$ cat src/rtl/button_step_pulser.sv
// Turns two raw push-buttons into one-cycle up/down step pulses for the time counters.
// Auto-repeat while a button is held is built only when BTN_AUTO_REPEAT_EN is defined.
//
// state  | meaning
// IDLE   | no debounced button pressed
// HOLD   | one button pressed, first step issued, waiting for the hold delay
// REPEAT | one button still pressed, issuing a step every repeat period
// CLEAR  | both pressed, clear pulse issued, waiting for full release
module button_step_pulser #(
   parameter int DEBOUNCE_CYCLES = 50000,
   parameter int HOLD_CYCLES     = 25000000,
   parameter int REPEAT_CYCLES   = 5000000,
   parameter int CNT_W           = 25
) (
   input  logic i_clk,
   input  logic i_rst,
   input  logic i_btn_up,
   input  logic i_btn_down,
   output logic o_up,
   output logic o_down,
   output logic o_repeating
);

   typedef enum logic [1:0] {
      ST_IDLE   = 2'd0,
      ST_HOLD   = 2'd1,
      ST_REPEAT = 2'd2,
      ST_CLEAR  = 2'd3
   } state_t;

   localparam logic [CNT_W-1:0] DEB_LAST = CNT_W'(DEBOUNCE_CYCLES - 1);

   // bit 0 carries the up button, bit 1 the down button
   logic [1:0]       btn_raw;
   logic [1:0]       sync1;
   logic [1:0]       sync2;
   logic [1:0]       deb;
   logic [CNT_W-1:0] deb_cnt [2];

   assign btn_raw = {i_btn_down, i_btn_up};

   always_ff @(posedge i_clk) begin
      if (i_rst) begin
         sync1 <= '0;
         sync2 <= '0;
      end else begin
         sync1 <= btn_raw;
         sync2 <= sync1;
      end
   end

   always_ff @(posedge i_clk) begin
      if (i_rst) begin
         deb <= '0;
         for (int b = 0; b < 2; b++) begin
            deb_cnt[b] <= '0;
         end
      end else begin
         for (int b = 0; b < 2; b++) begin
            if (sync2[b] == deb[b]) begin
               deb_cnt[b] <= '0;
            end else if (deb_cnt[b] == DEB_LAST) begin
               deb[b]     <= sync2[b];
               deb_cnt[b] <= '0;
            end else begin
               deb_cnt[b] <= deb_cnt[b] + CNT_W'(1);
            end
         end
      end
   end

   state_t state;
   state_t state_nxt;
   logic   dir_up;
   logic   dir_up_nxt;
   logic   up_nxt;
   logic   dn_nxt;
   logic   press_up;
   logic   press_dn;

   assign press_up = deb[0];
   assign press_dn = deb[1];

`ifdef BTN_AUTO_REPEAT_EN
   localparam logic [CNT_W-1:0] HOLD_LAST   = CNT_W'(HOLD_CYCLES - 1);
   localparam logic [CNT_W-1:0] REPEAT_LAST = CNT_W'(REPEAT_CYCLES - 1);

   logic [CNT_W-1:0] tmr;
   logic [CNT_W-1:0] tmr_nxt;
   logic [CNT_W-1:0] tmr_last;

   assign tmr_last = (state == ST_HOLD) ? HOLD_LAST : REPEAT_LAST;
`else
   logic unused_repeat_cfg;
   assign unused_repeat_cfg = ^{HOLD_CYCLES, REPEAT_CYCLES};
`endif

   always_comb begin
      state_nxt  = state;
      dir_up_nxt = dir_up;
      up_nxt     = 1'b0;
      dn_nxt     = 1'b0;
`ifdef BTN_AUTO_REPEAT_EN
      tmr_nxt    = tmr;
`endif
      case (state)
         ST_IDLE: begin
            if (press_up && press_dn) begin
               up_nxt    = 1'b1;
               dn_nxt    = 1'b1;
               state_nxt = ST_CLEAR;
            end else if (press_up || press_dn) begin
               up_nxt     = press_up;
               dn_nxt     = press_dn;
               dir_up_nxt = press_up;
               state_nxt  = ST_HOLD;
`ifdef BTN_AUTO_REPEAT_EN
               tmr_nxt    = '0;
`endif
            end
         end
         ST_HOLD, ST_REPEAT: begin
            if (!press_up && !press_dn) begin
               state_nxt = ST_IDLE;
            end else if (press_up && press_dn) begin
               up_nxt    = 1'b1;
               dn_nxt    = 1'b1;
               state_nxt = ST_CLEAR;
            end else if (press_up != dir_up) begin
               // swapped buttons within one cycle: restart as a fresh press
               up_nxt     = press_up;
               dn_nxt     = press_dn;
               dir_up_nxt = press_up;
               state_nxt  = ST_HOLD;
`ifdef BTN_AUTO_REPEAT_EN
               tmr_nxt    = '0;
`endif
            end else begin
`ifdef BTN_AUTO_REPEAT_EN
               if (tmr == tmr_last) begin
                  up_nxt    = dir_up;
                  dn_nxt    = !dir_up;
                  state_nxt = ST_REPEAT;
                  tmr_nxt   = '0;
               end else begin
                  tmr_nxt = tmr + CNT_W'(1);
               end
`endif
            end
         end
         ST_CLEAR: begin
            if (!press_up && !press_dn) begin
               state_nxt = ST_IDLE;
            end
         end
         default: begin
            state_nxt = ST_IDLE;
         end
      endcase
   end

   always_ff @(posedge i_clk) begin
      if (i_rst) begin
         state  <= ST_IDLE;
         dir_up <= 1'b0;
         o_up   <= 1'b0;
         o_down <= 1'b0;
      end else begin
         state  <= state_nxt;
         dir_up <= dir_up_nxt;
         o_up   <= up_nxt;
         o_down <= dn_nxt;
      end
   end

`ifdef BTN_AUTO_REPEAT_EN
   always_ff @(posedge i_clk) begin
      if (i_rst) begin
         tmr <= '0;
      end else begin
         tmr <= tmr_nxt;
      end
   end

   assign o_repeating = (state == ST_REPEAT);
`else
   assign o_repeating = 1'b0;
`endif

endmodule

$ cat config.mk
export PLATFORM = sky130hd
export DESIGN_NAME = button_step_pulser
export DESIGN_NICKNAME = d
export VERILOG_FILES = /design/src/rtl/button_step_pulser.sv
export SDC_FILE = /design/constraint.sdc
export NUM_CORES = 1
export LEC_CHECK = 0
export ABC_AREA = 1
export CAP_MARGIN = 10
export CORE_ASPECT_RATIO = 1.75
export CORE_MARGIN = 2
export CORE_UTILIZATION = 55
export DETAILED_ROUTE_END_ITERATION = 10
export HOLD_SLACK_MARGIN = 0.06
export PLACE_DENSITY_LB_ADDON = 0.15
export SYNTH_ARGS = -nofsm -noshare
export SYNTH_HDL_FRONTEND = slang
export SYNTH_SLANG_ARGS = --single-unit
$ cat constraint.sdc
create_clock -name i_clk -period 2.5 [get_ports i_clk]
set_clock_uncertainty 0.15 [all_clocks]
set_input_delay 0.625 -clock i_clk [delete_from_list [all_inputs] [get_ports i_clk]]
set_output_delay 0.625 -clock i_clk [all_outputs]
set_load 0.01 [all_outputs]
==> impl_metrics.toml <==
[timing]
rsz0062_at_grt = "no"
final_max_slew_viol_count = 0
finalHoldViolCount = 0
fin_crit_sh_pct = 82.1
fin_crit_ps = 2050
setup_viol = 0
finalSetupTns_ps = 0
max_freq_mhz = 487

[detailed_routing]
drt_wl_total_mm = 7.66
detail-route-antenna-nets = 0
first_pass_iters = 4
via_count = 3115
dr.first_iter.drc_count = 214
wl_per_cell_um = 12.1
via_per_inst = 4.94
drc_errors = 0

[die]
dieWidth_um = 67.0
die_h_um = 114
io_pins = 7
die_area_um2 = 7650
core-area_um2 = 6810
num_rows = 40
start_util_pct = 56.1

[yosys]
yosysWarnings = 0
synth_cell_types = 33
synth_cells = 482
synth_seq_cells = 61
avgSynthCellArea_um2 = 7.92
synthesis.area_um2 = 3820
yosysSeqAreaShare_pct = 45.1

[cts]
clk_latency_ps = 330
clockBufferDepth = 2
cts.root.buffer_cell = "clkbuf_16"
clkSinkCount = 61
cts_buffers = 9
cts_tree = "built"
hold_buffers = 0
postCtsSetupBuffers = 0
htreeDepth = 3
clkTransAtPathRegs_ps = 50
cts-resized-gates = 0

[worst_setup_path]
critPathBufInv = 0
crit_required_ps = 2400
cp-end-kind = "flop"
start_kind = "flop"
worstPathMaxFanout = 25
cp.arrival_ps = 1960
cp_top_family = "simple AND/OR/NAND/NOR gates"
slowest_delay_ps = 400
critPathKind = "reg2reg"
cpMaxStageDelayCell = "edfxtp_1"
cp_cell_sequence = "ha_1, nand2_2, nor2_4, nand2_2, nor2_4, nand3_2, nand2_4, a21oi_1"

[min_path]
hold_class = "reg2reg"

[global_routing]
antenna_found_initial = 0
grt_pass1_vias = 3039
grt_pass1_wl_mm = 13.0
grt_max_degree = 26
gr-total-overflow = 0
grt_use_total_pct = 23.0

[pwr]
p_leak_nw = 1.66
p_per_area_nw_per_um2 = 613
power_w = 0.00268
ir_worst_vdd_mv = 0.491

[placement]
dp.cells = 615
placement.io_buffers = 5
gp_congestion = 0.977
dp_hpwl_mm = 5.79

[job]
cap_viol_max_count = 0

[status]
outcome = "finished, final reports clean"

[layout]
fin_nets = 555
fin_util_pct = 64.2
antenna_cells = 0
drive_above_1_share_pct = 9.87
area_growth_pct = 14.5
stdcell_count = 631
## layout by cell type (no fill, tap or decap), drive strengths merged, types with 8 or more instances in the layout
| master | n |
|---|---|
| dfxtp | 11 |
| o21ai | 8 |
| nand3b | 10 |
| inv | 44 |
| nand2 | 134 |
| nand3 | 20 |
| conb | 51 |
| ha | 9 |
| clkbuf | 15 |
| xnor2 | 9 |
| edfxtp | 50 |
| nor2 | 121 |
| a21oi | 29 |
| xor2 | 12 |
## path summary, 6_finish.rpt
kind | startpoint | end | slack, ps | cells after the start
hold reg to reg | sync1[1] | sync2[1] | 250 | 2
setup reg to reg | deb_cnt[1][0] | deb_cnt[1][3] | 450 | 8
setup / recovery | deb_cnt[1][0] | deb_cnt[1][3] | 450 | 8
hold / removal | sync1[1] | sync2[1] | 250 | 2
## report_power, final
group          leakage [nW]  internal [W]  total, W  switching [W]
Combinational         0.913      0.000110  0.000293       0.000184
Clock                 0.140      0.000751   0.00117       0.000415
Sequential            0.606       0.00116   0.00122      0.0000585
## synth_stat cells (all sizes together)
master / instances / area (um2)
nand2: 134 / 518
nand4: 3 / 18.8
nor3: 3 / 15.0
conb: 2 / 7.51
nor2: 121 / 519
o21ai: 8 / 40.0
edfxtp: 50 / 1500
dfxtp: 11 / 220
a21oi: 29 / 171
buf: 6 / 75.1
inv: 44 / 165
and2: 2 / 13.8
nand3: 20 / 120
xnor2: 9 / 78.8
nand3b: 10 / 75.1
o21bai: 1 / 7.51
xor2: 12 / 105
ha: 9 / 113
o22ai: 1 / 6.26
or2: 6 / 37.5
a211oi: 1 / 7.51
## flip-flops by register name, indices dropped and copies added, names as in the netlist
register	count
o_down	1
o_up	1
state	2
sync2	2
deb	2
dir_up	1
sync1	2
deb_cnt	50
## tightest hold or removal path: cells and delay by family, from the launching register on
family | cells | cell delay [ps]
AND/OR/NAND/NOR | 1 | 30
buffers and inverters | 1 | 40
flip-flops | 1 | 290
## area by class of cell
cell class / count / area (um2)
fillers: 606 / 2440
repair buffers: 6 / 57.6
clock buffers: 15 / 278
multi-input cells: 420 / 2040
flip-flops and latches: 61 / 1720
clock inverters: 1 / 5.00
well taps: 84 / 105
inverters: 44 / 165
## logic make-up (layout without fill, tap and decap cells)
logic type | count (synthesis) | count (layout) | share of synthesized area, %
AOI/OAI and AO/OA | 40 | 40 | 6.10
xor gates and xnor gates | 21 | 21 | 4.82
adders and majority gates | 9 | 9 | 2.95
buffers and inverters | 50 | 66 | 6.30
DFF | 61 | 61 | 45.1
other | 2 | 51 | 0.197
and+or+nand+nor | 299 | 299 | 34.5
## layer usage
metal / vias up / share of wire (%) / global-route usage (%)
met5: - / 0 / 0
met1: 1426 / 39 / 22.9
li1: 1618 / - / -
met3: 28 / 1.9 / 4.72
met2: 43 / 54 / 41.3
met4: 0 / 4.7 / 15.2
## per-stage QoR
stage / cell area [um2] / hold WS (ps) / setup WS [ps]
final: 4370 / 255 / 447
after global routing: 4370 / 292 / 248
after CTS: 4370 / 258 / 426
after detailed placement: 4090 / 249 / 156
after global placement: 4090 / 252 / 229
after floorplan: 4000 / 238 / 739
Power figures use the tool's default switching activity.
